===== src/rtl/booth_r8_mac.sv =====
// booth_r8_mac: iterative radix-8 Booth multiply-accumulate with valid/ready handshakes
module booth_r8_mac #(
  parameter int WIDTH = 16,
  parameter int ACC_WIDTH = 2*WIDTH+8
) (
  input  logic                 clk,
  input  logic                 rst,
  input  logic                 in_valid,
  output logic                 in_ready,
  input  logic [WIDTH-1:0]     multiplicand,
  input  logic [WIDTH-1:0]     multiplier,
  input  logic [1:0]           sign_mode,
  input  logic                 acc_en,
  input  logic                 acc_sub,
  output logic                 out_valid,
  input  logic                 out_ready,
  output logic [ACC_WIDTH-1:0] result,
  output logic                 overflow,
  output logic                 busy
);
  localparam int N = (WIDTH+3)/3;
  localparam int EW = 3*N;
  localparam int H = EW+3;
  localparam int PW = 2*WIDTH+1;
  localparam int CW = $clog2(N+1);
  typedef enum logic [1:0] {IDLE, RUN, ACCUM, HOLD} state_t;
  state_t state, state_nx;
  logic [H-1:0] a_r, a3_r, hi, a_x, sel, sum;
  logic [EW:0] lo;
  logic [EW-1:0] b_x;
  logic [2:0] t, mag;
  logic neg, ae_r, as_r, ovf, ov_new;
  logic [CW-1:0] cnt;
  logic [ACC_WIDTH-1:0] acc, p_ext, addend, acc_sum;
  assign a_x = {{(H-WIDTH){sign_mode[1] & multiplicand[WIDTH-1]}}, multiplicand};
  assign b_x = {{(EW-WIDTH){sign_mode[0] & multiplier[WIDTH-1]}}, multiplier};
  always_comb begin
    t = {1'b0, lo[2], 1'b0} + {2'b0, lo[1]} + {2'b0, lo[0]};
    mag = lo[3] ? 3'd4 - t : t;
    neg = lo[3] & (t != 3'd4);
    sel = mag == 3'd1 ? a_r : mag == 3'd2 ? {a_r[H-2:0], 1'b0} : mag == 3'd3 ? a3_r : mag == 3'd4 ? {a_r[H-3:0], 2'b0} : '0;
    sum = hi + (neg ? ~sel : sel) + {{(H-1){1'b0}}, neg};
    p_ext = ACC_WIDTH'($signed(PW'({hi, lo[EW:1]})));
    addend = as_r ? ~p_ext : p_ext;
    acc_sum = acc + addend + {{(ACC_WIDTH-1){1'b0}}, as_r};
    ov_new = (acc[ACC_WIDTH-1] == addend[ACC_WIDTH-1]) && (acc_sum[ACC_WIDTH-1] != acc[ACC_WIDTH-1]);
    state_nx = state;
    case (state)
      IDLE:    state_nx = in_valid ? RUN : IDLE;
      RUN:     state_nx = cnt == CW'(1) ? ACCUM : RUN;
      ACCUM:   state_nx = HOLD;
      default: state_nx = out_ready ? IDLE : HOLD;
    endcase
    in_ready = state == IDLE;
    busy = state != IDLE;
    out_valid = state == HOLD;
    result = acc;
    overflow = ovf;
  end
  always_ff @(posedge clk) begin
    if (rst) begin
      state <= IDLE;
      acc <= '0;
      ovf <= 1'b0;
    end else begin
      state <= state_nx;
      if (state == IDLE && in_valid) begin
        a_r <= a_x;
        a3_r <= a_x + {a_x[H-2:0], 1'b0};
        hi <= '0;
        lo <= {b_x, 1'b0};
        cnt <= CW'(N);
        ae_r <= acc_en;
        as_r <= acc_sub;
      end
      if (state == RUN) begin
        {hi, lo} <= {{3{sum[H-1]}}, sum, lo[EW:3]};
        cnt <= cnt - 1'b1;
      end
      if (state == ACCUM) begin
        acc <= ae_r ? acc_sum : p_ext;
        ovf <= ae_r & (ovf | ov_new);
      end
    end
  end
endmodule


===== config.mk =====
export PLATFORM = sky130hd
export DESIGN_NAME = booth_r8_mac
export DESIGN_NICKNAME = d
export VERILOG_FILES = /design/src/rtl/booth_r8_mac.sv
export SDC_FILE = /design/constraint.sdc
export NUM_CORES = 1
export LEC_CHECK = 0
export CORE_MARGIN = 3
export CORE_UTILIZATION = 60
export CTS_BUF_LIST = sky130_fd_sc_hd__clkbuf_16
export CTS_CLUSTER_SIZE = 40
export DETAILED_ROUTE_END_ITERATION = 16
export PLACE_DENSITY = 0.82
export SLEW_MARGIN = 20
export SYNTH_ARGS = -nofsm -noshare
export SYNTH_HDL_FRONTEND = slang
export SYNTH_SLANG_ARGS = --single-unit

===== constraint.sdc =====
create_clock -name clk -period 11.46 [get_ports clk]
set_clock_uncertainty 0.15 [all_clocks]
set_input_delay 2.865 -clock clk [delete_from_list [all_inputs] [get_ports clk]]
set_output_delay 2.865 -clock clk [all_outputs]
set_load 0.005 [all_outputs]

== Word-level counts from Yosys, hierarchy flattened ==
Cells that the tools add are included.
Widths: inputs -> output; s select.

* Register bits: 126
* Bits in latches: 0
* Memory bits (writable): 0
* Memory bits (read-only): 0
* Input bits: 40
* Output and inout bits: 44
* Logic and storage cells: 63
* Memories kept: 0

* $add $sub $neg: 9
* Multiply operators: 0
* Divide/modulo/power cells: 0
* Order comparisons: 0
* Eq/ne operators: 11
* Shift operators: 0
* Mux-type cells: 18
* Bitwise gates (word level): 8
* Reduce and logical (&&, ||, !) cells: 7

{| class="wikitable"
|+ Operators by type and width
! operator !! count
|-
| $mux 21 || 7
|-
| $mux 40 || 2
|-
| $add 40x1->40 || 1
|-
| $add 40x40->40 || 1
|-
| $not 40->40 || 1
|-
| $mux 19 || 2
|-
| $add 21x1->21 || 1
|-
| $add 21x21->21 || 1
|-
| $not 21->21 || 1
|-
| $add 17x18->19 || 1
|-
| $mux 3 || 3
|-
| $eq 3x1->1 const B || 2
|-
| $eq 3x2->1 const B || 2
|-
| $pmux 2 s3 || 1
|-
| $and 1x1->1 || 4
|-
| $eq 2x2->1 const B || 2
|-
| $mux 2 || 2
|-
| $reduce_and 2->1 || 2
|-
| $reduce_bool 2->1 || 2
|-
| $add 2x1->3 || 1
|-
| $add 3x1->3 || 1
|-
| $eq 3x3->1 const B || 1
|-
| $ne 3x3->1 const B || 1
|-
| $sub 3x1->3 const B || 1
|-
| 9 further kinds || 10
|}

== Longest topological paths before layout ==
Gate-level depths: netlist of the first run.

* Word-level depth: 14
* Gate-level depth with buffers: 20

== Least setup slack after synthesis of the first run ==
No wires, ideal clock.

* Path type: input to register
* From: input port rst
* To: register cnt[0] (enable)
* Library setup time: 396 ps
* Arrival: 5044 ps
* Data required time: 10914 ps
* Slack: 5870 ps
* Stages: 4
* Cell sequence: inv_1 > clkbuf_1 > and3_1 > a21o_1

* Longest elaborated chain between the ends: 2

{| class="wikitable"
|+ RTL lines
! what !! line !! text
|-
| start: declaration || 7 || <nowiki>input logic rst,</nowiki>
|-
| $not 1->1 (no source line) || n/a ||
|-
| $reduce_and 2->1 (no source line) || n/a ||
|-
| end signal: assignment || 72 || <nowiki>cnt <= CW'(N);</nowiki>
|-
| end signal: assignment || 78 || <nowiki>cnt <= cnt - 1'b1;</nowiki>
|-
| end: declaration || 33 || <nowiki>logic [CW-1:0] cnt;</nowiki>
|}

Every way passes these cells.
A chain may end at the register's enable or synchronous reset.

== Final worst setup path of the first run ==
* From: register lo[1]
* To: register hi[15], data pin

* Longest elaborated chain between the ends: 14

{| class="wikitable"
|+ RTL lines
! what !! line !! text
|-
| start: declaration || 29 || <nowiki>logic [EW:0] lo;</nowiki>
|-
| start signal: assignment || 71 || <nowiki>lo <= {b_x, 1'b0};</nowiki>
|-
| start signal: assignment || 77 || <nowiki>{hi, lo} <= {{3{sum[H-1]}}, sum, lo[EW:3]};</nowiki>
|-
| $add 2x1->3 (*) || 38 || <nowiki>t = {1'b0, lo[2], 1'b0} + {2'b0, lo[1]} + {2'b0, lo[0]};</nowiki>
|-
| $add 3x1->3 (*) || 38 ||
|-
| $sub 3x3->3 || 39 || <nowiki>mag = lo[3] ? 3'd4 - t : t;</nowiki>
|-
| $mux 3 || 39 ||
|-
| $eq 3x3->1 || 41 || <nowiki>sel = mag == 3'd1 ? a_r : mag == 3'd2 ? {a_r[H-2:0], 1'b0} : mag == 3'd3 ? a3_r : mag == 3'd4 ? {a_r[H-3:0], 2 ...</nowiki>
|-
| $mux 21 (4 in a row) || 41 ||
|-
| $not 21->21 || 42 || <nowiki>sum = hi + (neg ? ~sel : sel) + {{(H-1){1'b0}}, neg};</nowiki>
|-
| $mux 21 || 42 ||
|-
| $add 21x21->21 || 42 ||
|-
| $add 21x1->21 (*) || 42 ||
|-
| $mux 21 (*) || 76 || <nowiki>if (state == RUN) begin</nowiki>
|-
| end signal: assignment || 77 ||
|-
| end: declaration || 28 || <nowiki>logic [H-1:0] a_r, a3_r, hi, a_x, sel, sum;</nowiki>
|}

Mark *: on every way between the ends. The rest lies on a longest branch, timed or not.

==> results of run 1 <==
## sequential cells by signal, indices dropped and copies added (netlist names)
register	count
a3_r	18
state	2
result	40
hi	18
ae_r	1
a_r	16
as_r	1
cnt	3
lo	19
overflow	1
## through the flow
stage	setup WS, ns	std cells	utilization (%)	hold slack, ns
2_1_floorplan	5.870	991	-	0.3078
3_3_place_gp	5.337	1226	68.02	0.3096
3_5_place_dp	5.226	1226	68.02	0.3409
4_1_cts	5.542	1258	72.25	0.3568
5_1_grt	4.980	1258	72.25	0.3894
6_report	5.462	1258	72.25	0.3525
## final timing paths
path | startpoint | endpoint | slack, ns | cells after the start
setup reg to reg | lo[1]$_DFFE_PP_ | hi[15]$_SDFFCE_PN0P_ | 5.46 | 19
setup / recovery | lo[1]$_DFFE_PP_ | hi[15]$_SDFFCE_PN0P_ | 5.46 | 19
hold / removal | overflow$_SDFFE_PP0P_ | overflow$_SDFFE_PP0P_ | 0.35 | 2
hold reg to reg | overflow$_SDFFE_PP0P_ | overflow$_SDFFE_PP0P_ | 0.35 | 2
## cells by family after synthesis
family          Yosys count  synth area share [%]
compound gates          296                 21.89
simple gates            294                 15.31
flops                   119                 35.12
xor+xnor                113                 11.06
fa+ha+maj                79                 11.30
buf+inv                  71                 3.146
mux                      19                 2.181
## critical path, cell delays in order (launching register included)
cell and delay, ns:
edfxtp_1 0.47, ha_1 0.23, ha_1 0.34, nor2_1 0.18, ha_1 0.27, mux2i_2 0.38, nand2_1 0.11, nor2_1 0.81
a222oi_1 0.20, xnor2_1 0.25, fa_1 0.48, a21o_1 0.20, a21oi_1 0.23, o21bai_1 0.12, a2111oi_0 0.58, o31ai_1 0.27
nand2_1 0.13, o21ai_0 0.13, xnor2_1 0.15, nor2_1 0.05
## final cells by class
class                   instances  share of cell area [%]
clock buffers                  17                   4.036
clock inverters                15                   1.816
inverters                      29                   1.033
multi-input cells             801                   52.52
flip-flops and latches        119                   29.82
well taps                     184                   2.184
repair buffers                 93                   8.595
## cells in the mapped netlist (6+ instances only)
cell type	instances
a211oi_1	20
a21o_1	32
a21oi_1	87
a221oi_1	11
a222oi_1	6
a31oi_1	10
and2_1	10
and3_1	13
buf_1	8
clkbuf_1	32
dfxtp_1	43
edfxtp_1	76
ha_1	76
inv_1	29
mux2i_1	17
nand2_1	97
nand2b_1	6
nand3_1	11
nand4_1	7
nor2_1	93
nor2b_1	11
nor3_1	14
o21ai_0	52
o21bai_1	14
o22ai_1	13
o31ai_1	7
xnor2_1	48
xor2_1	65
## power groups by stage
stage	Sequential [W]	Combinational (W)	Clock, W
floorplan	0.000525	0.000449	0
global placement	0.000538	0.000532	0
global route	0.000535	0.000625	0.000585
CTS	0.000531	0.000555	0.000567
finish	0.000533	0.000559	0.000562
detailed placement	0.000539	0.000545	0
## per-layer routing
layer | up-vias | share of wire, % | global-route usage [%]
li1 | 3804 | - | -
met1 | 3632 | 44 | 35.48
met2 | 243 | 48 | 44.61
met5 | - | 0 | 0
met4 | 0 | 2.0 | 8.926
met3 | 37 | 5.5 | 4.667
==> flow_summary_export.csv, run 1 <==
group,metric,value,unit
run_status,status,"completed",
cts,insertion_delay,0.42,ns
critical_path,cp-end-kind,"flip-flop",
yosys,postSynthCellCount,991,
detailed_routing,post-route-drc-count,0,
yosys,synth_area_leaders,"edfxtp_1 25%, ha_1 11%, dfxtp_1 9.6%",
power_and_ir_drop,pwr-share-clk,34.0,%
sta,finalMaxSlewViolations,0,
detailed_routing,postRouteAntennaNets,0,
sta,fin_crit,5.998,ns
sta,worstMarginPinSlew,1.076,ns
critical_path,criticalPathCategory,"reg -> reg",
cts,post_cts_buffers,0,
floorplan,die_w,128.1,microns
critical_path,cp-start-kind,"flip-flop",
floorplan,core-area,14590,sq um
cts,htreeDepth,4,
yosys,syn_area_per_cell,9.031,sq um
placed_design,place_area,9923,sq um
final_layout,final_cell_mix,"97 x nand2_1, 93 x nor2_1, 87 x a21oi_1, 83 x clkdlybuf4s50_1",
yosys,synthArstFlopShare,0,%
sta,finalHoldViolCount,0,
power_and_ir_drop,p_total,0.001654,W
yosys,postSynthRegisterBits,119,
final_layout,n_antenna_cell,0,
cts,numCtsBuffers,17,
yosys,ys.flop_type,"edfxtp_1",
power_and_ir_drop,p_leak,4.389,nW
run,maxCapViolations,0,
grt,grt_pass1_vias,7277,
cts,cts.sinks,119,
critical_path,crit_fanout,17,
cts,ctsResizeCount,0,
floorplan,die_y,128.1,microns
final_layout,layout_commonest_cell,"nand2_1",
grt,globalRouteOverflowTotal,0,
floorplan,initial_core_util,61.35,%
detailed_routing,first_iter_violations,644,
detailed_routing,first_pass_iters,8,
power_and_ir_drop,swShare,33.06,%
detailed_routing,routed_wl,21.50,mm
final_layout,num-fill-cells,1116,
sta,fin_crit_sh,52.33,%
cts,clockRootBuffer,"clkbuf_16",
yosys,ys_seq_area_share,35.12,%
power_and_ir_drop,peakVddDrop,0.1242,mV
grt,antenna_found_initial,0,
floorplan,io_pins,84,
yosys,yosysTopAreaCellShare,25.50,%
sta,setup-violations-final,0,
sta,rsz0062_at_grt,"no",
power_and_ir_drop,seq_power_share,32.2,%
grt,grt_max_degree,41,
yosys,synth.cell_area,8950,sq um
floorplan,dieArea,16420,sq um
critical_path,cp.required,11.47,ns
power_and_ir_drop,pwr_density_cell,156.9,nW/um^2
final_layout,fin_area,10540,sq um
cts,clk_pin_slew,0.05,ns
grt,grt_first_pass_wirelength,35.51,mm
hold_path,hold_class,"reg -> reg",
placed_design,place_hpwl,15.34,mm
detailed_routing,wl_per_cell,17.09,microns
yosys,syn_nets,1110,
detailed_routing,via_per_inst,6.134,
power_and_ir_drop,power.switching,0.0005468,W
final_layout,syn_to_final_growth,17.77,%
detailed_routing,num_vias,7716,
yosys,yosys.area.top_type,"edfxtp_1",
cts,tritoncts,"yes",
yosys,yosysUniqueCellTypes,67,
placed_design,port_buffers,83,
power_and_ir_drop,comb_power_share,33.8,%
sta,slew_headroom,27.97,%
final_layout,fin_nets,1180,
grt,grt_use_total,26.81,%
yosys,ys_warn_count,0,
cts,cts_max_path_buffers,2,
final_layout,seq_area,3143,sq um
yosys,synth_edf_count,76,
sta,setup_tns,0,ns
floorplan,rows,44,
final_layout,drive_gt1_share,5.307,%
final_layout,multiInputGateArea,5535,sq um
cts,cts_hold_buf,0,
power_and_ir_drop,intPower,0.001107,W
critical_path,critical_path_arrival,6.01,ns
sta,fmax,166.7,MHz
placed_design,gp_congestion,0.9411,
No activity file was read; power rests on OpenSTA's default activity.
==> run 2: changes to the inputs <==
- CORE_UTILIZATION: 60 -> 53
- PLACE_DENSITY: 0.82 -> 0.77
- clock period: 11.46 -> 5.3 ns (I/O delays scaled with it)
==> run 2 against run 1 <==
Effect of this change:
- count of clock-buffer cells in the layout stayed put
- critical path depth is 2 lower
- largest cell class unchanged
- global-route usage is 3.3 points lower
- routed wire length is 0.99% lower
- first-iteration DRC count is 9.0% lower
- register-to-register slack worse by 5.1 ns
- critical path type unchanged
- maximum frequency is 22% higher
- core utilization is 6.9 points lower
- non-clock buffer count is 9 higher
- via count is 0.82% lower
- die area is 13% higher
==> flow_summary_export.csv, run 2 (synthesis results as in run 1) <==
group,metric,value,unit
grt,grt_use_total,23.48,%
floorplan,dieArea,18480,sq um
grt,antenna_found_initial,0,
sta,fin_crit_sh,92.75,%
placed_design,gp_congestion,0.9449,
cts,htreeDepth,4,
critical_path,cp-start-kind,"flip-flop",
critical_path,crit_fanout,9,
sta,setup_ws,0.3843,ns
power_and_ir_drop,peakVddDrop,0.2418,mV
detailed_routing,first_pass_iters,6,
sta,worstMarginPinSlew,0.9139,ns
detailed_routing,first_iter_violations,586,
sta,setup_tns,0,ns
grt,globalRouteOverflowTotal,0,
critical_path,critical_path_arrival,4.94,ns
final_layout,utilization,65.36,%
grt,grt_pass1_vias,7105,
run,maxCapViolations,0,
critical_path,cp-end-kind,"flip-flop",
cts,insertion_delay,0.42,ns
power_and_ir_drop,pwr_density_cell,326.5,nW/um^2
floorplan,die_y,135.9,microns
placed_design,place_hpwl,16.03,mm
power_and_ir_drop,seq_power_share,33.0,%
cts,tritoncts,"yes",
placed_design,post-place-ws,0.01988,ns
final_layout,fin_area,10610,sq um
sta,slew_headroom,39.07,%
hold_path,hold_class,"reg -> reg",
floorplan,io_pins,84,
cts,cts_hold_buf,0,
sta,rsz0062_at_grt,"no",
placed_design,port_buffers,83,
final_layout,syn_to_final_growth,18.54,%
cts,clk_pin_slew,0.06,ns
cts,numCtsBuffers,17,
critical_path,cp.required,5.32,ns
final_layout,drive_gt1_share,6.464,%
detailed_routing,routed_wl,21.29,mm
cts,cts.sinks,119,
cts,post_cts_buffers,0,
detailed_routing,via_per_inst,5.891,
power_and_ir_drop,swShare,35.26,%
sta,fmax,203.4,MHz
sta,finalMaxSlewViolations,0,
cts,clockRootBuffer,"clkbuf_16",
critical_path,cp_slowest_stage_delay,0.45,ns
final_layout,fin_nets,1189,
sta,setup-violations-final,0,
power_and_ir_drop,power.switching,0.001221,W
placed_design,place_area,10030,sq um
critical_path,path_cells,"ha_1, ha_1, nor2_1, ha_1, mux2i_4, and3_1, a222oi_1, xnor2_1, fa_1, a21o_1, a21oi_1, o21bai_1, a2111oi_4, o31ai_2, a31oi_1, xor2_1, nor2_1",
detailed_routing,post-route-drc-count,0,
critical_path,crit_path_frequent_cell,"ha_1",
cts,cts_max_path_buffers,2,
sta,hold_slack,0.3275,ns
final_layout,n_antenna_cell,0,
critical_path,crit_family,"compound AO/OA/AOI/OAI gates",
sta,finalHoldViolCount,0,
grt,grt_first_pass_wirelength,34.94,mm
floorplan,initial_core_util,55.14,%
final_layout,num-fill-cells,1354,
grt,grt_max_degree,62,
final_layout,layout_commonest_cell,"nand2_1",
final_layout,largest_register_ffs,40,
detailed_routing,num_vias,7653,
critical_path,slowest_stage,"fa_1",
power_and_ir_drop,comb_power_share,36.1,%
critical_path,criticalPathCategory,"reg -> reg",
floorplan,rows,46,
final_layout,final_cell_mix,"97 x nand2_1, 93 x nor2_1, 87 x a21oi_1, 83 x clkdlybuf4s50_1",
power_and_ir_drop,pwr-share-clk,30.8,%
floorplan,die_w,135.9,microns
run_status,status,"completed",
sta,fin_crit,4.916,ns
detailed_routing,wl_per_cell,16.39,microns
critical_path,critPathBufInv,0,
detailed_routing,postRouteAntennaNets,0,
power_and_ir_drop,intPower,0.002243,W
power_and_ir_drop,p_leak,4.399,nW
floorplan,core-area,16230,sq um
run 2: layout make-up:
cell class                      instances  area [sq um]  area share (%)
Clock buffer                           17         425.4           4.010
Clock inverter                         15         120.1           1.132
Inverter                               29         108.9           1.026
Multi-Input combinational cell        801          5568           52.48
Sequential cell                       119          3143           29.63
Tap cell                              216         270.3           2.547
Timing Repair Buffer                  102         973.4           9.176
run 2: worst min-delay path: stages (launching register included):
cell and delay, ns:
dfxtp_1 0.34, a32oi_1 0.06, nand2_1 0.06
run 2: through the flow:
stage          instances  total power, W
3_5_place_dp        1267        0.002374
5_1_grt             1299        0.003679
3_3_place_gp        1267        0.002339
6_report            1299        0.003464
2_1_floorplan        991        0.002106
4_1_cts             1299        0.003437
run 2: repair_timing:
item                                    in CTS  in global routing
hold endpoints to repair                     0                  0
gates resized for setup                      0                  6
endpoints found under the setup margin       0                  8
run 2: power groups by stage:
stage | sequential (W) | clock (W) | combinational, W
after global placement | 0.00116 | 0 | 0.00118
final | 0.00114 | 0.00107 | 0.00125
after CTS | 0.00114 | 0.00107 | 0.00122
after global routing | 0.00115 | 0.00112 | 0.00141
after detailed placement | 0.00116 | 0 | 0.00121
after floorplan | 0.00113 | 0 | 0.000971
run 2: worst paths after layout:
kind / end / start / slack (ns) / cells past startpoint
setup / recovery: hi[13]$_SDFFCE_PN0P_ / lo[1]$_DFFE_PP_ / 0.38 / 17
hold reg to reg: overflow$_SDFFE_PP0P_ / overflow$_SDFFE_PP0P_ / 0.33 / 2
setup reg to reg: hi[13]$_SDFFCE_PN0P_ / lo[1]$_DFFE_PP_ / 0.38 / 17
hold / removal: overflow$_SDFFE_PP0P_ / overflow$_SDFFE_PP0P_ / 0.33 / 2
run 2: routing by layer:
metal / up-vias / global-route usage (%) / wire [microns]
met5: - / 0 / 0
met4: 0 / 5.655 / 269
met3: 23 / 3.886 / 1179
met2: 234 / 39.05 / 10100
met1: 3595 / 32.17 / 9734
li1: 3801 / - / -
